--- src/rtl/cache_refill_ctrl_if.sv ---
// Bus bundles for the cache refill controller: CPU request port,
// cache lookup/fill port and main-memory req/ack port.
// In each bundle the master drives the request side.

interface cpu_bus_if #(
   parameter int ADDR_W = 16,
   parameter int DATA_W = 8
);
   logic              req;
   logic              wr;
   logic [ADDR_W-1:0] addr;
   logic [DATA_W-1:0] wdata;
   logic [DATA_W-1:0] rdata;
   logic              ack;
   logic              err;

   modport master (output req, wr, addr, wdata, input  rdata, ack, err);
   modport slave  (input  req, wr, addr, wdata, output rdata, ack, err);
endinterface

interface cache_port_if #(
   parameter int ADDR_W = 16,
   parameter int DATA_W = 8
);
   logic              hit;
   logic [DATA_W-1:0] rdata;
   logic [ADDR_W-1:0] addr;
   logic              we;
   logic [DATA_W-1:0] wdata;

   modport master (output addr, we, wdata, input  hit, rdata);
   modport slave  (input  addr, we, wdata, output hit, rdata);
endinterface

interface mem_bus_if #(
   parameter int ADDR_W = 16,
   parameter int DATA_W = 8
);
   logic              req;
   logic              wr;
   logic [ADDR_W-1:0] addr;
   logic [DATA_W-1:0] wdata;
   logic [DATA_W-1:0] rdata;
   logic              ack;

   modport master (output req, wr, addr, wdata, input  rdata, ack);
   modport slave  (input  req, wr, addr, wdata, output rdata, ack);
endinterface

--- src/rtl/cache_refill_ctrl.sv ---
// Miss handler and write-through engine between the CPU and a direct-mapped
// byte cache. Read hits complete from the cache; read misses fetch from main
// memory and fill the cache; writes go to memory first and then allocate in
// the cache. A bounded wait on mem_ack turns a dead memory into an error
// completion. Saturating read hit/miss counters are kept.

module cache_refill_ctrl #(
   parameter int ADDR_W  = 16,
   parameter int DATA_W  = 8,
   parameter int TIMEOUT = 255
) (
   input  logic         clk_1,
   input  logic         rst,
   cpu_bus_if.slave     cpu,
   cache_port_if.master cache,
   mem_bus_if.master    mem,
   output logic [15:0]  hit_cnt,
   output logic [15:0]  miss_cnt
);

   // The wait counter only has to reach TIMEOUT-1 (cycle index of the last
   // allowed MEM_* cycle), so log2(TIMEOUT) bits are enough.
   localparam int               TMO_W    = (TIMEOUT > 1) ? $clog2(TIMEOUT) : 1;
   localparam logic [TMO_W-1:0] TMO_LAST = TMO_W'(TIMEOUT - 1);

   typedef enum logic [2:0] {
      IDLE,
      LOOKUP,
      MEM_RD,
      MEM_WR,
      FILL,
      DONE
   } state_t;

   state_t state_q, state_d;

   // Request latched in IDLE; everything downstream works from these copies.
   logic              wr_q;
   logic [ADDR_W-1:0] addr_q;
   logic [DATA_W-1:0] wdata_q;

   logic [DATA_W-1:0] rdata_q;
   logic [DATA_W-1:0] fill_data_q;
   logic              err_q;
   logic [TMO_W-1:0]  tmo_q;

   logic              mem_busy;
   logic              tmo_expired;
   logic              count_hit;
   logic              count_miss;
   logic [15:0]       hit_cnt_d;
   logic [15:0]       miss_cnt_d;

   logic              ack_c;
   logic              we_c;
   logic              mem_req_c;
   logic              mem_wr_c;

   assign mem_busy    = (state_q == MEM_RD) || (state_q == MEM_WR);
   // An ack in the expiry cycle wins, so expiry requires mem_ack low.
   assign tmo_expired = mem_busy && !mem.ack && (tmo_q == TMO_LAST);
   assign count_hit   = (state_q == LOOKUP) && !wr_q &&  cache.hit;
   assign count_miss  = (state_q == LOOKUP) && !wr_q && !cache.hit;

   // State register.
   always_ff @(posedge clk_1) begin
      // NOTE: every clocked assignment is non-blocking so all registers update
      // from the same pre-edge values regardless of statement order.
      if (rst) state_q <= IDLE;
      else     state_q <= state_d;
   end

   // Next-state and Moore strobes.
   always_comb begin
      // NOTE: every output of this block gets a default first; a path that
      // leaves one unassigned would infer a latch.
      state_d   = state_q;
      ack_c     = 1'b0;
      we_c      = 1'b0;
      mem_req_c = 1'b0;
      mem_wr_c  = 1'b0;
      unique case (state_q)
         IDLE: begin
            if (cpu.req) state_d = LOOKUP;
         end
         LOOKUP: begin
            if (wr_q)           state_d = MEM_WR;
            else if (cache.hit) state_d = DONE;
            else                state_d = MEM_RD;
         end
         MEM_RD: begin
            mem_req_c = 1'b1;
            if (mem.ack)          state_d = FILL;
            else if (tmo_expired) state_d = DONE;
         end
         MEM_WR: begin
            mem_req_c = 1'b1;
            mem_wr_c  = 1'b1;
            if (mem.ack)          state_d = FILL;
            else if (tmo_expired) state_d = DONE;
         end
         FILL: begin
            we_c    = 1'b1;
            state_d = DONE;
         end
         DONE: begin
            ack_c   = 1'b1;
            state_d = IDLE;
         end
         default: state_d = IDLE;
      endcase
   end

   // Saturating next values for the statistics counters.
   always_comb begin
      hit_cnt_d  = hit_cnt;
      miss_cnt_d = miss_cnt;
      if (count_hit  && (hit_cnt  != 16'hFFFF)) hit_cnt_d  = hit_cnt  + 16'd1;
      if (count_miss && (miss_cnt != 16'hFFFF)) miss_cnt_d = miss_cnt + 16'd1;
   end

   // Request latch, read data, fill data, error flag and wait counter.
   always_ff @(posedge clk_1) begin
      if (rst) begin
         wr_q        <= 1'b0;
         addr_q      <= '0;
         wdata_q     <= '0;
         rdata_q     <= '0;
         fill_data_q <= '0;
         err_q       <= 1'b0;
         tmo_q       <= '0;
      end else begin
         if ((state_q == IDLE) && cpu.req) begin
            wr_q    <= cpu.wr;
            addr_q  <= cpu.addr;
            wdata_q <= cpu.wdata;
            err_q   <= 1'b0;
         end

         if (count_hit) rdata_q <= cache.rdata;

         if (mem_busy && mem.ack) begin
            if (state_q == MEM_RD) begin
               rdata_q     <= mem.rdata;
               fill_data_q <= mem.rdata;
            end else begin
               fill_data_q <= wdata_q;
            end
         end else if (tmo_expired) begin
            rdata_q <= '1;
            err_q   <= 1'b1;
         end

         // Cleared outside MEM_*, so it starts from zero on every entry.
         if (mem_busy) tmo_q <= tmo_q + 1'b1;
         else          tmo_q <= '0;
      end
   end

   // Statistics counters, reloaded every cycle from their next values.
   always_ff @(posedge clk_1) begin
      if (rst) begin
         hit_cnt  <= '0;
         miss_cnt <= '0;
      end else begin
         hit_cnt  <= hit_cnt_d;
         miss_cnt <= miss_cnt_d;
      end
   end

   assign cpu.rdata   = rdata_q;
   assign cpu.ack     = ack_c;
   assign cpu.err     = ack_c && err_q;

   assign cache.addr  = addr_q;
   assign cache.we    = we_c;
   assign cache.wdata = fill_data_q;

   assign mem.req     = mem_req_c;
   assign mem.wr      = mem_wr_c;
   assign mem.addr    = addr_q;
   assign mem.wdata   = wdata_q;

endmodule

--- src/flat_wrapper.sv ---
// flat-port wrapper written by rule: the top's interface ports become plain ports
module cache_refill_ctrl_flat 
#(
   parameter int ADDR_W  = 16,
   parameter int DATA_W  = 8,
   parameter int TIMEOUT = 255
)
  (clk_1, rst, hit_cnt, miss_cnt, cpu_req, cpu_wr, cpu_addr, cpu_wdata, cpu_rdata, cpu_ack, cpu_err, cache_addr, cache_we, cache_wdata, cache_hit, cache_rdata, mem_req, mem_wr, mem_addr, mem_wdata, mem_rdata, mem_ack);
  cpu_bus_if #(.ADDR_W(ADDR_W), .DATA_W(DATA_W)) cpu_i ();
  cache_port_if #(.ADDR_W(ADDR_W), .DATA_W(DATA_W)) cache_i ();
  mem_bus_if #(.ADDR_W(ADDR_W), .DATA_W(DATA_W)) mem_i ();
  input  logic clk_1;
  input  logic rst;
  output logic [15:0] hit_cnt;
  output logic [15:0] miss_cnt;
  input wire logic [$bits(cpu_i.req)-1:0] cpu_req;
  input wire logic [$bits(cpu_i.wr)-1:0] cpu_wr;
  input wire logic [$bits(cpu_i.addr)-1:0] cpu_addr;
  input wire logic [$bits(cpu_i.wdata)-1:0] cpu_wdata;
  output wire logic [$bits(cpu_i.rdata)-1:0] cpu_rdata;
  output wire logic [$bits(cpu_i.ack)-1:0] cpu_ack;
  output wire logic [$bits(cpu_i.err)-1:0] cpu_err;
  output wire logic [$bits(cache_i.addr)-1:0] cache_addr;
  output wire logic [$bits(cache_i.we)-1:0] cache_we;
  output wire logic [$bits(cache_i.wdata)-1:0] cache_wdata;
  input wire logic [$bits(cache_i.hit)-1:0] cache_hit;
  input wire logic [$bits(cache_i.rdata)-1:0] cache_rdata;
  output wire logic [$bits(mem_i.req)-1:0] mem_req;
  output wire logic [$bits(mem_i.wr)-1:0] mem_wr;
  output wire logic [$bits(mem_i.addr)-1:0] mem_addr;
  output wire logic [$bits(mem_i.wdata)-1:0] mem_wdata;
  input wire logic [$bits(mem_i.rdata)-1:0] mem_rdata;
  input wire logic [$bits(mem_i.ack)-1:0] mem_ack;
  assign cpu_i.req = cpu_req;
  assign cpu_i.wr = cpu_wr;
  assign cpu_i.addr = cpu_addr;
  assign cpu_i.wdata = cpu_wdata;
  assign cpu_rdata = cpu_i.rdata;
  assign cpu_ack = cpu_i.ack;
  assign cpu_err = cpu_i.err;
  assign cache_addr = cache_i.addr;
  assign cache_we = cache_i.we;
  assign cache_wdata = cache_i.wdata;
  assign cache_i.hit = cache_hit;
  assign cache_i.rdata = cache_rdata;
  assign mem_req = mem_i.req;
  assign mem_wr = mem_i.wr;
  assign mem_addr = mem_i.addr;
  assign mem_wdata = mem_i.wdata;
  assign mem_i.rdata = mem_rdata;
  assign mem_i.ack = mem_ack;
  cache_refill_ctrl #(.ADDR_W(ADDR_W), .DATA_W(DATA_W), .TIMEOUT(TIMEOUT)) u_core (.clk_1(clk_1), .rst(rst), .cpu(cpu_i), .cache(cache_i), .mem(mem_i), .hit_cnt(hit_cnt), .miss_cnt(miss_cnt));
endmodule
--- config.mk ---
export PLATFORM = sky130hd
export DESIGN_NAME = cache_refill_ctrl_flat
export DESIGN_NICKNAME = d
export VERILOG_FILES = /design/src/rtl/cache_refill_ctrl_if.sv /design/src/rtl/cache_refill_ctrl.sv /design/src/flat_wrapper.sv
export SDC_FILE = /design/constraint.sdc
export NUM_CORES = 1
export LEC_CHECK = 0
export CORE_UTILIZATION = 35
export DETAILED_ROUTE_END_ITERATION = 10
export GPL_TIMING_DRIVEN = 0
export PLACE_DENSITY = 0.69
export SKIP_LAST_GASP = 1
export SLEW_MARGIN = 20
export SYNTH_ARGS = -nofsm -noshare
export SYNTH_HDL_FRONTEND = slang
export SYNTH_SLANG_ARGS = --single-unit
--- constraint.sdc ---
create_clock -name clk_1 -period 1.9 [get_ports clk_1]
set_input_delay 0.285 -clock clk_1 [delete_from_list [all_inputs] [get_ports clk_1]]
set_output_delay 0.285 -clock clk_1 [all_outputs]
set_load 0.05 [all_outputs]
==> results.py, run 1 <==
metrics = {
    "outcome": {
        "status": "completed",
    },
    "layout": {
        "final_layout_size_suffix_gt1_share_pct": 16.36,
        "multi_input_comb_area_um2": 2125,
        "post_route_core_utilization_pct": 56.34,
        "fill_cell_instance_count_of_the_final_layout": 1029,
        "final-seq-area_um2": 1733,
        "antenna_cells_inserted": 0,
        "stdcell_count": 782,
        "design.final.nets": 687,
        "synthToLayoutAreaGrowth_pct": 55.43,
    },
    "synthesis": {
        "synth-compound-area-share_pct": 16.16,
        "synth_adder_area_share_pct": 1.263,
        "synth_simple_gate_area_share_pct": 27.97,
        "synth.area.mux_share_pct": 4.009,
        "synth.yosys.seq_area_share_pct": 42.93,
        "postSynth.asyncResetShare_pct": 0,
        "top_area_cells_in_the_synthesized_netlist": "sky130_fd_sc_hd__dfxtp_1 43%, sky130_fd_sc_hd__nand2_1 7.6%, sky130_fd_sc_hd__a21oi_1 6.7%, sky130_fd_sc_hd__nor2_1 3.7%, sky130_fd_sc_hd__o31ai_1 3.4%",
        "yosys.cell_count.top_type": "sky130_fd_sc_hd__dfxtp_1",
        "average_size_of_a_mapped_cell_um2": 8.224,
        "synth-edff-count": 0,
        "ys_dominant_reg_cell": "sky130_fd_sc_hd__dfxtp_1",
        "share_of_the_synthesized_area_in_the_top_cell_type_pct": 42.93,
        "synthesized_flop_and_latch_total": 85,
        "netlist_instances": 482,
        "synth_area_leader": "sky130_fd_sc_hd__dfxtp_1",
        "mappedNetlistArea_um2": 3964,
        "synth_cell_type_count": 44,
        "synth_xor_area_share_pct": 0.8838,
        "syn-num-nets": 532,
        "post_synth_most_frequent_cells": "85 x sky130_fd_sc_hd__dfxtp_1, 80 x sky130_fd_sc_hd__nand2_1, 53 x sky130_fd_sc_hd__a21oi_1",
        "synth_warn": 0,
        "synth_top_family_by_area": "simple AND/OR/NAND/NOR gates",
    },
    "placed_design": {
        "io_buffers": 138,
        "place.detailed.instances": 760,
        "detailed_place_hpwl_um": 8512,
        "dp_worst_setup_slack_ps": -541.7,
        "gp_routability_congestion": 0.8312,
    },
    "floorplan": {
        "floorplan.initialDensity_pct": 36.25,
        "fp.dieH_um": 108.4,
        "io-pin-count": 139,
        "die-width_um": 108.4,
        "coreArea_um2": 10940,
        "num_rows": 38,
        "die_footprint_um2": 11750,
    },
    "clock_network": {
        "cts_buffers": 9,
        "clock-sinks": 85,
        "clock_transition_at_the_registers_of_the_reported_paths_ps": 70,
        "cts_htree_levels": 3,
        "cts_root_buf": "sky130_fd_sc_hd__clkbuf_16",
        "clk_latency_ps": 340,
        "clock_tree_from_tritoncts": "yes",
        "cts_max_path_buffers": 2,
    },
    "job": {
        "max-cap-violations": 0,
    },
    "timing": {
        "timing.setup.tns_ps": 0,
        "timing.final.crit_share_pct": 98.18,
        "max_clock_freq_mhz": 536.1,
        "fin_crit_ps": 1865,
        "setup_repair_after_global_routing_missed_its_margin": "yes",
        "final-setup-viol-count": 0,
        "report.final.slew_viol_count": 0,
        "setup_slack_ps": 34.51,
        "timing.max_slew.rel_slack_pct": 58.32,
        "timing_hold_violations_final": 0,
        "worst_slew_pin_slew_ps": 625.2,
        "fin_worst_skew_ps": 10.25,
    },
    "global_routing": {
        "groute.usage.overall_pct": 20.31,
        "grt_first_pass_wirelength_um": 18980,
        "grt_antenna_before_repair": 0,
        "grt_pass1_vias": 3939,
        "globalRoute.totalOverflow": 0,
        "pin_count_of_the_biggest_net_entering_global_routing": 15,
    },
    "routing": {
        "drc": 0,
        "via_per_inst": 5.279,
        "detail_route.wl_per_cell_um": 15.35,
        "num_vias": 4128,
        "drt.antenna.violating_nets": 0,
        "wirelength_um": 12000,
        "drt_iter0_drc": 143,
        "detail_route.first_pass.iterations": 4,
    },
    "setup_path": {
        "worst_r2r_startpoint": "u_core.hit_cnt[0]$_SDFFE_PP0P_",
        "critical_path.startpoint": "u_core.hit_cnt[10]$_SDFFE_PP0P_",
        "setup.worst_path.end_class": "primary output",
        "worst_path_max_delay_cell": "sky130_fd_sc_hd__clkdlybuf4s50_1",
        "critPathRequiredTime_ps": 1620,
        "crit_path_cell_trace": "clkdlybuf4s50_1",
        "startpoint_type": "register",
        "timing.setup.critical_path_class": "register to primary output",
        "timing.critical_path.arrival_ps": 1580,
        "critical_path.top_delay_family": "buffers and inverters",
        "timing.critical_path.slowest_cell_delay_ps": 840,
        "worst-path-max-fanout": 6,
        "crit_buf_inv": 1,
    },
    "power": {
        "vdd_drop_max_mv": 0.5252,
        "p_total_uw": 5336,
        "leakagePower_uw": 0.002532,
        "power-per-cell-area_nw_per_um2": 866.1,
    },
    "hold_path": {
        "hold_path_class": "register to register",
        "hold_path_startpoint": "u_core.tmo_q[0]$_SDFF_PP0_",
    },
}
-- cell usage in the layout, fill, tap and decap left out, types with 4 or more instances in the layout --
cell type,count
sky130_fd_sc_hd__mux2_2,6
sky130_fd_sc_hd__nor2_1,39
sky130_fd_sc_hd__o21ai_0,11
sky130_fd_sc_hd__clkbuf_1,10
sky130_fd_sc_hd__and2_1,4
sky130_fd_sc_hd__nand2_1,79
sky130_fd_sc_hd__and4_1,5
sky130_fd_sc_hd__clkdlybuf4s50_1,110
sky130_fd_sc_hd__inv_1,5
sky130_fd_sc_hd__clkbuf_2,6
sky130_fd_sc_hd__nand4_1,11
sky130_fd_sc_hd__dfxtp_1,68
sky130_fd_sc_hd__dfxtp_2,13
sky130_fd_sc_hd__nor2b_1,8
sky130_fd_sc_hd__nand3_1,16
sky130_fd_sc_hd__dfxtp_4,4
sky130_fd_sc_hd__a21oi_1,53
sky130_fd_sc_hd__o31ai_1,18
sky130_fd_sc_hd__and3_1,7
sky130_fd_sc_hd__mux2i_1,8
sky130_fd_sc_hd__dlymetal6s2s_1,20
sky130_fd_sc_hd__clkbuf_16,10
sky130_fd_sc_hd__or4_1,16
sky130_fd_sc_hd__nor4_4,5
sky130_fd_sc_hd__or3_1,7
sky130_fd_sc_hd__buf_2,5
sky130_fd_sc_hd__a311oi_1,8
sky130_fd_sc_hd__buf_4,28
sky130_fd_sc_hd__a211oi_1,10
-- routing by layer --
layer,vias up,track usage [%],part of all wire (%)
li1,2026,-,-
met1,1977,25.47,44
met2,113,35.08,50
met3,12,4.219,5.2
met4,0,5.405,0.86
met5,-,0,0
-- worst paths after layout --
check / to / slack (ps) / depth (start not counted)
worst max-delay path: hit_cnt[10] / 30 / 1
worst min register to register: u_core.tmo_q[0]$_SDFF_PP0_ / 470 / 1
worst max register to register: u_core.hit_cnt[3]$_SDFFE_PP0P_ / 50 / 8
worst min-delay path: u_core.tmo_q[0]$_SDFF_PP0_ / 470 / 1
-- state kept, by name (all words and copies together), names as in the netlist --
signal and count:
u_core.cache.addr 16, u_core.hit_cnt 16, u_core.miss_cnt 16, u_core.cache.wdata 8, u_core.cpu.rdata 8, u_core.mem.wdata 8, u_core.tmo_q 8, u_core.state_q 3
u_core.err_q 1, u_core.wr_q 1
-- logic make-up after synthesis --
group | count (synthesis)
and+or+nand+nor | 217
AOI/OAI and AO/OA | 105
DFF | 85
buffers and inverters | 52
muxes | 15
xor gates and xnor gates | 4
adders and majority gates | 4
-- layout make-up --
cell class	count	area share, %
clock buffers	11	4.285
multi-input cells	345	34.48
flip-flops and latches	85	28.13
well taps	140	2.843
repair buffers	146	23.94
inverters	5	0.3046
plain buffers	45	4.732
clock inverters	5	1.279
-- repair_timing --
item                       CTS  global route
setup buffers                2             6
pin swaps                    3             3
hold buffers                 0             0
gates resized for setup     43            52
setup endpoints to repair   58            81
-- where the power goes --
part	switching, uW	internal [uW]	total [uW]
Combinational	859	515	1370
Clock	722	1270	1990
Sequential	85.8	1890	1970
Total	1670	3670	5340
-- metrics by stage --
step | instance area [um^2] | hold slack, ps
4_1_cts | 6001 | 472.6
5_1_grt | 6161 | 494.2
2_1_floorplan | 4015 | 421.0
3_3_place_gp | 5572 | 443.0
3_5_place_dp | 5572 | 456.0
6_report | 6161 | 466.3
No activity file was read; power rests on OpenSTA's default activity.
==> inputs of run 2 (changes only) <==
--- a/config.mk
+++ b/config.mk
@@ -9,6 +9,7 @@
 export DETAILED_ROUTE_END_ITERATION = 10
 export GPL_TIMING_DRIVEN = 0
 export PLACE_DENSITY = 0.69
+export SETUP_SLACK_MARGIN = 0.5
 export SKIP_LAST_GASP = 1
 export SLEW_MARGIN = 20
 export SYNTH_ARGS = -nofsm -noshare
==> results.py, run 2 (synthesis results as in run 1) <==
metrics = {
    "timing": {
        "fin_crit_ps": 1841,
        "setup_repair_after_global_routing_missed_its_margin": "yes",
        "fin_worst_skew_ps": 7.463,
        "report.final.slew_viol_count": 0,
        "timing_hold_violations_final": 0,
        "timing.max_slew.rel_slack_pct": 64.39,
        "final-setup-viol-count": 0,
        "worst_slew_pin_slew_ps": 531.8,
        "holdWs_ps": 475.0,
        "max_clock_freq_mhz": 543.3,
        "timing.final.crit_share_pct": 96.88,
    },
    "clock_network": {
        "clk_latency_ps": 330,
        "cts_htree_levels": 3,
        "clock_tree_from_tritoncts": "yes",
        "cts_root_buf": "sky130_fd_sc_hd__clkbuf_16",
        "cts_max_path_buffers": 2,
        "clock_transition_at_the_registers_of_the_reported_paths_ps": 70,
        "cts_buffers": 9,
        "clock-sinks": 85,
    },
    "setup_path": {
        "critPathRequiredTime_ps": 2150,
        "setup.worst_path.end_class": "register",
        "startpoint_type": "register",
        "reg2reg_depth": 8,
        "timing.critical_path.arrival_ps": 2090,
        "reg2reg_setup_slack_ps": 60,
        "worst_r2r_startpoint": "u_core.hit_cnt[0]$_SDFFE_PP0P_",
        "timing.setup.critical_path_class": "register to register",
        "worst-path-max-fanout": 6,
        "rr_endpoint": "u_core.hit_cnt[5]$_SDFFE_PP0P_",
    },
    "power": {
        "vdd_drop_max_mv": 0.4399,
        "fraction_of_power_consumed_by_combinational_cells_pct": 34.7,
        "p_clk_share_pct": 31.9,
        "p_int_uw": 3866,
        "power.net_switching_uw": 1947,
        "p_total_uw": 5813,
        "sw_frac_of_total_pct": 33.49,
        "power-per-cell-area_nw_per_um2": 774.7,
        "leakagePower_uw": 0.002892,
        "power.sequential.fraction_pct": 33.5,
    },
    "floorplan": {
        "num_rows": 38,
        "fp.dieH_um": 108.4,
        "floorplan.initialDensity_pct": 36.25,
        "io-pin-count": 139,
        "die-width_um": 108.4,
        "die_footprint_um2": 11750,
        "coreArea_um2": 10940,
    },
    "layout": {
        "final-seq-area_um2": 1805,
        "design.final.nets": 749,
        "stdcell_count": 844,
        "antenna_cells_inserted": 0,
        "fill_cell_instance_count_of_the_final_layout": 808,
        "multi_input_comb_area_um2": 2728,
        "final_layout_size_suffix_gt1_share_pct": 56.25,
        "synthToLayoutAreaGrowth_pct": 89.30,
        "post_route_core_utilization_pct": 68.62,
        "most_frequent_cells_in_the_layout": "56 x sky130_fd_sc_hd__buf_4, 56 x sky130_fd_sc_hd__clkdlybuf4s15_2, 51 x sky130_fd_sc_hd__nand2_1, 50 x sky130_fd_sc_hd__dfxtp_1, 45 x sky130_fd_sc_hd__clkdlybuf4s50_1",
    },
    "routing": {
        "via_per_inst": 5.445,
        "drt.antenna.violating_nets": 0,
        "detail_route.wl_per_cell_um": 17.40,
        "drc": 0,
        "num_vias": 4596,
        "detail_route.first_pass.iterations": 5,
        "drt_iter0_drc": 166,
        "wirelength_um": 14690,
    },
    "outcome": {
        "status": "completed",
    },
    "hold_path": {
        "min_path_cells": 2,
        "hold_path_class": "register to register",
        "whs_endpoint": "u_core.mem.wdata[6]$_SDFFE_PP0P_",
        "hold_path_startpoint": "u_core.mem.wdata[6]$_SDFFE_PP0P_",
    },
    "global_routing": {
        "globalRoute.totalOverflow": 0,
        "pin_count_of_the_biggest_net_entering_global_routing": 15,
        "grt_pass1_vias": 4309,
        "grt_first_pass_wirelength_um": 20750,
        "groute.usage.overall_pct": 22.51,
        "grt_antenna_before_repair": 0,
    },
    "placed_design": {
        "io_buffers": 138,
        "detailed_place_hpwl_um": 8676,
        "gp_routability_congestion": 0.8265,
        "place.detailed.instances": 760,
    },
    "job": {
        "max-cap-violations": 0,
    },
}
-- run 2: metrics by stage --
step           area (um^2)  setup slack [ps]  setup TNS (ps)
2_1_floorplan         4225             112.1               0
3_3_place_gp          5782            -576.0          -10750
3_5_place_dp          5782            -612.0          -13220
4_1_cts               6766             73.64               0
5_1_grt               7503            -14.19          -14.19
6_report              7503             59.28               0
-- run 2: power groups by stage --
stage	combinational, uW	clock [uW]	sequential (uW)
detailed placement	1370	0	1980
floorplan	603	0	2260
global placement	1360	0	1980
CTS	1590	1880	1940
global route	2110	1960	1950
finish	2010	1850	1950
-- run 2: how the worst max path moves through the flow --
stage,from,end,slack (ps),cells after the start
global route,u_core.hit_cnt[0]$_SDFFE_PP0P_,u_core.hit_cnt[5]$_SDFFE_PP0P_,-10,8
floorplan,u_core.hit_cnt[1]$_SDFFE_PP0P_,u_core.hit_cnt[10]$_SDFFE_PP0P_,110,5
finish,u_core.hit_cnt[0]$_SDFFE_PP0P_,u_core.hit_cnt[5]$_SDFFE_PP0P_,60,8
detailed placement,rst,u_core.miss_cnt[14]$_SDFFE_PP0P_,-610,5
global placement,rst,u_core.miss_cnt[9]$_SDFFE_PP0P_,-580,5
CTS,u_core.state_q[2]$_SDFFE_PP0P_,u_core.hit_cnt[14]$_SDFFE_PP0P_,70,7
-- run 2: repair_timing --
| item | in CTS | in global routing |
|---|---|---|
| hold buffers | 0 | 0 |
| pin swaps | 33 | 72 |
| setup endpoints to repair | 170 | 106 |
| setup buffers | 41 | 17 |
| resized for setup | 415 | 200 |
| gates cloned | 6 | 4 |
-- run 2: worst max-delay path: stages (launching register included) --
cell and delay, ps:
sky130_fd_sc_hd__dfxtp_4 350, sky130_fd_sc_hd__ha_4 160, sky130_fd_sc_hd__nand4_1 90, sky130_fd_sc_hd__buf_4 150, sky130_fd_sc_hd__nor4_4 50, sky130_fd_sc_hd__buf_4 150
sky130_fd_sc_hd__buf_6 120, sky130_fd_sc_hd__or4_4 510, sky130_fd_sc_hd__a21oi_2 170
-- run 2: cell type report --
cell class / instances / area share, %
Timing Repair Buffer: 205 / 26.21
Sequential cell: 85 / 24.06
Clock buffer: 11 / 3.518
Tap cell: 140 / 2.334
Inverter: 5 / 0.3001
Buffer: 47 / 6.487
Clock inverter: 5 / 0.7337
Multi-Input combinational cell: 346 / 36.35
-- run 2: per-layer routing --
| metal | routed length [um] | global-route usage [%] | share of wire [%] | vias up |
|---|---|---|---|---|
| li1 | - | - | - | 2162 |
| met1 | 5981 | 26.92 | 41 | 2239 |
| met2 | 7613 | 40.24 | 52 | 170 |
| met3 | 799 | 3.195 | 5.4 | 25 |
| met4 | 292 | 8.977 | 2.0 | 0 |
| met5 | 0 | 0 | 0 | - |
==> inputs of run 3 (changes only) <==
--- a/config.mk
+++ b/config.mk
@@ -5,6 +5,7 @@
 export SDC_FILE = /design/constraint.sdc
 export NUM_CORES = 1
 export LEC_CHECK = 0
+export CAP_MARGIN = 20
 export CORE_UTILIZATION = 35
 export DETAILED_ROUTE_END_ITERATION = 10
 export GPL_TIMING_DRIVEN = 0
==> results of run 3 <==
The final DEF is identical to that of run 2; final timing and power are the same.
